## config.mk

```make
export PLATFORM = sky130hd
export DESIGN_NAME = column_drop_engine_flat
export DESIGN_NICKNAME = d
export VERILOG_FILES = /design/src/rtl/column_drop_engine_if.sv /design/src/rtl/column_drop_engine.sv /design/src/flat_wrapper.sv
export SDC_FILE = /design/constraint.sdc
export NUM_CORES = 1
export LEC_CHECK = 0
export CORE_MARGIN = 2
export CORE_UTILIZATION = 33
export DETAILED_ROUTE_END_ITERATION = 12
export GPL_ROUTABILITY_DRIVEN = 0
export PLACE_DENSITY_LB_ADDON = 0.12
export SLEW_MARGIN = 20
export SYNTH_ARGS = -nofsm -noshare
export SYNTH_HDL_FRONTEND = slang
export SYNTH_SLANG_ARGS = --single-unit
```

## constraint.sdc

```tcl
create_clock -name clk -period 4.3 [get_ports clk]
set_input_delay 0.86 -clock clk [delete_from_list [all_inputs] [get_ports clk]]
set_output_delay 0.86 -clock clk [all_outputs]
set_load 0.03 [all_outputs]
```

## src/rtl/column_drop_engine_if.sv

```systemverilog
// Move-request handshake between the game FSM (master) and the column drop engine (slave).
interface column_drop_engine_if #(
  parameter int COLS = 4
);
  logic            in_valid;
  logic [COLS-1:0] in_column;
  logic            in_ready;

  modport master (output in_valid, output in_column, input in_ready);
  modport slave  (input in_valid, input in_column, output in_ready);
endinterface

```

## src/rtl/column_drop_engine.sv

```systemverilog
// Connect-4 board holder: accepts a one-hot column request, animates the piece falling
// one row per clock, then commits the cell and its owner and hands the turn over.
module column_drop_engine #(
  parameter int ROWS = 4,
  parameter int COLS = 4
) (
  input  logic                      clk,
  input  logic                      reset,
  input  logic                      clear,
  input  logic                      game_active,
  column_drop_engine_if.slave       req,
  output logic                      busy,
  output logic [ROWS*COLS-1:0]      out_gameboard,
  output logic [ROWS*COLS-1:0]      out_players_cells,
  output logic                      fall_valid,
  output logic [$clog2(ROWS)-1:0]   fall_row,
  output logic [$clog2(COLS)-1:0]   fall_col,
  output logic                      invalid_column,
  output logic                      move_done,
  output logic                      next_player,
  output logic                      board_full
);
  localparam int RW  = $clog2(ROWS);
  localparam int CW  = $clog2(COLS);
  localparam int N   = ROWS * COLS;
  localparam int TOP = (ROWS - 1) * COLS;

  typedef enum logic {IDLE, FALL} state_t;

  state_t        state, state_next;
  logic [N-1:0]  board_next, owner_next;
  logic          player_next;
  logic [RW-1:0] row_next;
  logic [CW-1:0] col_next;
  logic          invalid_next, done_next;

  logic          one_hot, top_taken, below_taken;
  logic [CW-1:0] req_col;

  assign req.in_ready = (state == IDLE);
  assign busy         = (state == FALL);
  assign fall_valid   = (state == FALL);
  assign board_full   = &out_gameboard[N-1:TOP];

  // x & (x-1) clears the lowest set bit, so a nonzero result means more than one bit.
  assign one_hot = (req.in_column != '0) &&
                   ((req.in_column & (req.in_column - 1'b1)) == '0);

  always_comb begin
    req_col   = '0;
    top_taken = 1'b0;
    for (int c = 0; c < COLS; c++) begin
      if (req.in_column[c]) begin
        req_col   = CW'(c);
        top_taken = top_taken | out_gameboard[TOP + c];
      end
    end
  end

  always_comb begin
    below_taken = 1'b0;
    for (int r = 1; r < ROWS; r++)
      for (int c = 0; c < COLS; c++)
        if (fall_row == RW'(r) && fall_col == CW'(c))
          below_taken = out_gameboard[(r - 1) * COLS + c];
  end

  // Landing commits cell, owner, turn toggle and the done pulse on one edge.
  always_comb begin
    state_next   = state;
    board_next   = out_gameboard;
    owner_next   = out_players_cells;
    player_next  = next_player;
    row_next     = fall_row;
    col_next     = fall_col;
    invalid_next = 1'b0;
    done_next    = 1'b0;
    case (state)
      IDLE: begin
        if (req.in_valid && game_active) begin
          if (!one_hot || top_taken) begin
            invalid_next = 1'b1;
          end else begin
            state_next = FALL;
            row_next   = RW'(ROWS - 1);
            col_next   = req_col;
          end
        end
      end
      FALL: begin
        if (fall_row != '0 && !below_taken) begin
          row_next = fall_row - 1'b1;
        end else begin
          for (int r = 0; r < ROWS; r++) begin
            for (int c = 0; c < COLS; c++) begin
              if (fall_row == RW'(r) && fall_col == CW'(c)) begin
                board_next[r * COLS + c] = 1'b1;
                owner_next[r * COLS + c] = next_player;
              end
            end
          end
          player_next = ~next_player;
          done_next   = 1'b1;
          state_next  = IDLE;
        end
      end
      default: state_next = IDLE;
    endcase
  end

  always_ff @(posedge clk) begin
    if (reset || clear) begin
      state             <= IDLE;
      out_gameboard     <= '0;
      out_players_cells <= '0;
      next_player       <= 1'b0;
      fall_row          <= '0;
      fall_col          <= '0;
      invalid_column    <= 1'b0;
      move_done         <= 1'b0;
    end else begin
      state             <= state_next;
      out_gameboard     <= board_next;
      out_players_cells <= owner_next;
      next_player       <= player_next;
      fall_row          <= row_next;
      fall_col          <= col_next;
      invalid_column    <= invalid_next;
      move_done         <= done_next;
    end
  end
endmodule
```

## src/flat_wrapper.sv

```systemverilog
// flat-port wrapper written by rule: the top's interface ports become plain ports
module column_drop_engine_flat 
#(
  parameter int ROWS = 4,
  parameter int COLS = 4
)
  (clk, reset, clear, game_active, busy, out_gameboard, out_players_cells, fall_valid, fall_row, fall_col, invalid_column, move_done, next_player, board_full, req_in_valid, req_in_column, req_in_ready);
  column_drop_engine_if #(.COLS(COLS)) req_i ();
  input  logic clk;
  input  logic reset;
  input  logic clear;
  input  logic game_active;
  output logic busy;
  output logic [ROWS*COLS-1:0] out_gameboard;
  output logic [ROWS*COLS-1:0] out_players_cells;
  output logic fall_valid;
  output logic [$clog2(ROWS)-1:0] fall_row;
  output logic [$clog2(COLS)-1:0] fall_col;
  output logic invalid_column;
  output logic move_done;
  output logic next_player;
  output logic board_full;
  input wire logic [$bits(req_i.in_valid)-1:0] req_in_valid;
  input wire logic [$bits(req_i.in_column)-1:0] req_in_column;
  output wire logic [$bits(req_i.in_ready)-1:0] req_in_ready;
  assign req_i.in_valid = req_in_valid;
  assign req_i.in_column = req_in_column;
  assign req_in_ready = req_i.in_ready;
  column_drop_engine #(.ROWS(ROWS), .COLS(COLS)) u_core (.clk(clk), .reset(reset), .clear(clear), .game_active(game_active), .req(req_i), .busy(busy), .out_gameboard(out_gameboard), .out_players_cells(out_players_cells), .fall_valid(fall_valid), .fall_row(fall_row), .fall_col(fall_col), .invalid_column(invalid_column), .move_done(move_done), .next_player(next_player), .board_full(board_full));
endmodule
```

== Yosys cells after proc, flatten, opt, wreduce, memory -nomap -nowiden ==
Cells that the tools add are included.
W data, S select, Z words.

* Bitwise gates (word level): 9
* Add/subtract/negate cells: 2
* Eq/ne operators: 9
* Reductions and logical operators: 50
* Multiplexer cells: 29

{| class="wikitable"
|+ Operators with widths
! cell !! count
|-
| $reduce_and A3 Y1 || 18
|-
| $mux W1 || 22
|-
| $logic_and A1 B1 Y1 || 19
|-
| $mux W2 || 5
|-
| $eq A2 B2 Y1 const B || 4
|-
| $not A1 Y1 || 5
|-
| $and A4 B4 Y4 || 1
|-
| $eq A2 B1 Y1 const B || 2
|-
| $logic_not A2 Y1 || 2
|-
| $logic_not A4 Y1 || 1
|-
| $ne A2 B2 Y1 const B || 2
|-
| $pmux W2 S2 || 1
|-
| $reduce_and A4 Y1 || 1
|-
| $reduce_bool A4 Y1 || 1
|-
| $sub A4 B1 Y4 const B || 1
|-
| $or A1 B1 Y1 || 3
|-
| $reduce_or A3 Y1 || 1
|-
| $logic_not A1 Y1 || 2
|-
| $logic_or A1 B1 Y1 || 2
|-
| $ne A2 B1 Y1 const B || 1
|-
| $pmux W1 S2 || 1
|-
| $reduce_and A2 Y1 || 1
|-
| $reduce_bool A2 Y1 || 1
|-
| $reduce_or A2 Y1 || 1
|-
| $sub A2 B1 Y2 const B || 1
|}

* Register bits: 40
* Logic and storage cells: 137

== Depth between registers and ports, before layout ==
* Depth in word-level cells: 18
* Mapped depth: 7
* Depth with buffers taken out: 7

== Least setup slack after synthesis ==
OpenSTA, ideal clock, no wires.

* Path kind: input -> register
* From: input req_in_column[0]
* To: register u_core.fall_row[1]
* Arrival time: 2069 ps
* Path slack: 2140 ps
* Cell stages on the path: 5
* Path buffers: 0
* Cells stage by stage: o41ai_1 nand3_1 a211oi_1 inv_1 a311oi_1

* Word-level cells in the longest chain between the ends: 10
* Elaborated cells between the ends (all ways): 16
* Classes of those cells: add/sub (1); eq/ne (1); mux (4); bitwise (4); reduce/logical (6)

{| class="wikitable"
|+ RTL lines
! element !! line !! text
|-
| start: declaration || flat_wrapper.sv:24 || <nowiki>input wire logic [$bits(req_i.in_column)-1:0] req_in_column;</nowiki>
|-
| parallel branches: the longest is 7 deep, another holds $sub A4 B1 Y4 || -- ||
|-
| $logic_or A1 B1 Y1 (*) || column_drop_engine.sv:81 || <nowiki>if (!one_hot || top_taken) begin</nowiki>
|-
| $ne A2 B2 Y1 (no line) (*) || -- ||
|-
| $reduce_and A3 Y1 (no line) (*) || -- ||
|-
| end signal: assignment || column_drop_engine.sv:126 || <nowiki>fall_row <= row_next;</nowiki>
|-
| end: declaration || column_drop_engine.sv:16 || <nowiki>output logic [$clog2(ROWS)-1:0] fall_row,</nowiki>
|}

Every way passes the cells marked *.
A chain may end at the register's enable or synchronous reset.

== Final worst setup path ==
* From: register u_core.fall_col[1]
* To: output fall_col[1]

{| class="wikitable"
|+ RTL lines
! element !! line !! text
|-
| start: declaration || column_drop_engine.sv:17 || <nowiki>output logic [$clog2(COLS)-1:0] fall_col,</nowiki>
|-
| start signal: assignment || column_drop_engine.sv:127 || <nowiki>fall_col <= col_next;</nowiki>
|-
| end: declaration || flat_wrapper.sv:18 || <nowiki>output logic [$clog2(COLS)-1:0] fall_col;</nowiki>
|}

No word-level cell between the ends.

==> impl_metrics.tcl <==
set metrics [dict create \
    grt_max_degree 30 \
    drtPass1Iterations 4 \
    synth-edff-count 0 \
    critPathTopFamily "buffers and inverters" \
    synth_common_cells "dfxtp_1 (40), nand2_1 (21), a21oi_1 (20), nor2_1 (20), mux2i_1 (18)" \
    p_per_area_nw_per_um2 283 \
    worstPathCellList "clkdlybuf4s50_1" \
    cp_data_arrival_time_ns 1.82 \
    power_switching_mw 0.153 \
    design_area_sq_um 2520 \
    die_w_microns 79.1 \
    fp.dieH_microns 79.1 \
    fin_util 0.460 \
    critPathBufInv 1 \
    grt_util_met2 0.225 \
    yosysMostFrequentCell "dfxtp_1" \
    dp_hpwl_microns 3270 \
    post-place-ws_ns 1.46 \
    ff2ff_setup_slack_ns 1.83 \
    tns_ns 0 \
    synth_area_sq_um 1860 \
    hold_buffers 0 \
    yosys.area.top_type_share 0.430 \
    synth_ff_type "dfxtp_1" \
    antenna_found_initial 0 \
    cts_buffers 5 \
    start_kind "register" \
    clk_path_buf_depth 2 \
    synth.area.top_cells "dfxtp_1 (43%), mux2i_1 (9.7%), a21oi_1 (5.4%), nand2_1 (4.2%), nor2_1 (4.0%)" \
    fp.coreArea_sq_um 5470 \
    layout-drive-gt1-share 0.0581 \
    pwr-share-clk 0.423 \
    io_buffer_count 51 \
    crit_cells 1 \
    drt_iter0_markers 106 \
    ir_drop_uv 171 \
    cts_root_buf "clkbuf_8" \
    first_global_vias 1546 \
    rows 27 \
    wl_per_cell_microns 13.7 \
    vias_per_cell 4.96 \
    globalRouteMet3Util 0.0420 \
    fin_nets 270 \
    grt-ovfl-total 0 \
    worstPathRequired_ns 3.44 \
    maxCapViolations 0 \
    vias 1637 \
    grt_pass1_wl_microns 7460 \
    synth_fp_nets 224 \
    tightest_slew_ns 0.766 \
    drc 0 \
    synthArstFlopShare 0 \
    cts_htree_levels 2 \
    path_class "reg -> out" \
    hold_ws_ns 0.463 \
    yosys.area.top_type "dfxtp_1" \
    start_util 0.340 \
    r2r-start "u_core.fall_col[1]$_SDFFE_PP0P_" \
    routed_wirelength_microns 4520 \
    layoutNonFillerInstCount 330 \
    final.setup.worst_slack_ns 1.62 \
    top_usage_layer "met2" \
    n_fill_cell 560 \
    placed_area_sq_um 2400 \
    met1_usage 0.213 \
    period_needed_ns 2.68 \
    p_leak_nw 0.908 \
    status "complete, no violations" \
    p_comb_frac 0.051 \
    cp_slowest_stage_delay_ns 0.79 \
    clock_latency_ns 0.29 \
    crit_end "fall_col[1]" \
    finalPower_mw 0.711 \
    diodes 0 \
    cp-end-kind "output port" \
    cts_setup_buffers 0 \
    critPathMaxFanout 17 \
    ys_seq_elements 40 \
    ff2ff_path_depth 5 \
    post_cts_resized 0 \
    clock.fmax_ghz 0.372 \
    startpoint "u_core.fall_col[1]$_SDFFE_PP0P_" \
    finalMaxSlewViolations 0 \
    grt_usage 0.151 \
    synth.distinct_cells 42 \
    ys_warn_count 0 \
    syn_area_per_cell_sq_um 8.83 \
    hold_violations 0 \
    rsz0062_at_grt "false" \
    postSynthCellCount 211 \
    place_inst 322 \
    critPathSlowestCell "clkdlybuf4s50_1" \
    io_pins 52 \
    slew_headroom 0.487 \
    skew_ns 0.00738 \
    dieArea_sq_um 6260 \
    min_path_type "reg -> reg" \
    setup_viol 0 \
    layout_worst_path_cycle_share 0.624 \
    sw_frac_of_total 0.215 \
    cts.sinks 40 \
    tritoncts "done" \
    min_path_cells 2 \
    power.internal_mw 0.558 \
    clkSlewWorstSetupHoldPaths_ns 0.08 \
    p_seq_frac 0.526 \
    antenna_left 0 \
    area_growth_pct 35.1 \
    rr_endpoint "u_core.out_players_cells[10]$_SDFFE_PP0P_" \
    seq_area_frac_synth 0.430 \
]
## area by class of cell
type	instances	area (sq um)	area share
tap	72	90.1	0.0358
clock inverter	3	42.5	0.0169
sequential	40	801	0.318
inverter	17	63.8	0.0254
clock buffer	5	68.8	0.0273
timing repair buffer	51	510	0.203
multi-input combinational	142	940	0.373
## power groups by stage
stage          clock network, mW  registers (mW)  logic [mW]
3_5_place_dp                   0           0.383      0.0361
6_report                   0.301           0.374      0.0361
2_1_floorplan                  0           0.383      0.0201
5_1_grt                    0.329           0.375      0.0401
3_3_place_gp                   0           0.383      0.0356
4_1_cts                    0.310           0.375      0.0364
## per-layer routing
metal / routed length [microns] / up-vias
met5: 0 / -
met4: 39 / 0
met1: 2230 / 762
li1: - / 829
met3: 194 / 5
met2: 2060 / 41
## cells by family (layout without fill, tap and decap cells)
group | count (synthesis) | in the layout | synth area share
AND/OR/NAND/NOR | 70 | 70 | 0.177
multiplexers | 22 | 22 | 0.135
AO/OA/AOI/OAI | 46 | 46 | 0.166
flip-flops | 40 | 40 | 0.430
buffers and inverters | 29 | 76 | 0.0658
adder cells (fa/ha/maj) | 4 | 4 | 0.0269
## how the worst min path moves through the flow
stage                                                    startpoint                                         to  slack (ns)
after floorplan                u_core.out_gameboard[2]$_SDFFE_PP0P_       u_core.out_gameboard[2]$_SDFFE_PP0P_        0.58
after global placement    u_core.out_players_cells[10]$_SDFFE_PP0P_  u_core.out_players_cells[10]$_SDFFE_PP0P_        0.45
after detailed placement   u_core.out_players_cells[4]$_SDFFE_PP0P_   u_core.out_players_cells[4]$_SDFFE_PP0P_        0.46
after CTS                  u_core.out_players_cells[9]$_SDFFE_PP0P_   u_core.out_players_cells[9]$_SDFFE_PP0P_        0.47
after global routing       u_core.out_players_cells[6]$_SDFFE_PP0P_   u_core.out_players_cells[6]$_SDFFE_PP0P_        0.48
final                     u_core.out_players_cells[10]$_SDFFE_PP0P_  u_core.out_players_cells[10]$_SDFFE_PP0P_        0.46
## layout by cell type, fill, tap and decap left out, types with 2 or more instances in the layout
master	Yosys	routed
and2_1	2	2
or2_2	2	2
a211oi_1	4	4
nor2_1	20	20
inv_1	17	17
nand2_1	21	21
clkdlybuf4s50_1	0	51
o32a_1	4	4
mux2i_1	18	18
a31oi_1	2	2
nor3_1	3	3
mux2_2	2	2
nand3_1	9	9
o21ai_0	5	5
ha_1	4	4
dfxtp_1	40	40
o21a_1	2	2
clkbuf_8	0	5
a21oi_1	20	20
nor2b_1	4	4
nand4_1	2	2
## flip-flops by register name, indices dropped and copies added, names as in the netlist
name	cells
u_core.busy	1
u_core.fall_row	2
u_core.invalid_column	1
u_core.fall_col	2
u_core.next_player	1
u_core.out_players_cells	16
u_core.out_gameboard	16
u_core.move_done	1
No activity file was read; power rests on OpenSTA's default activity.
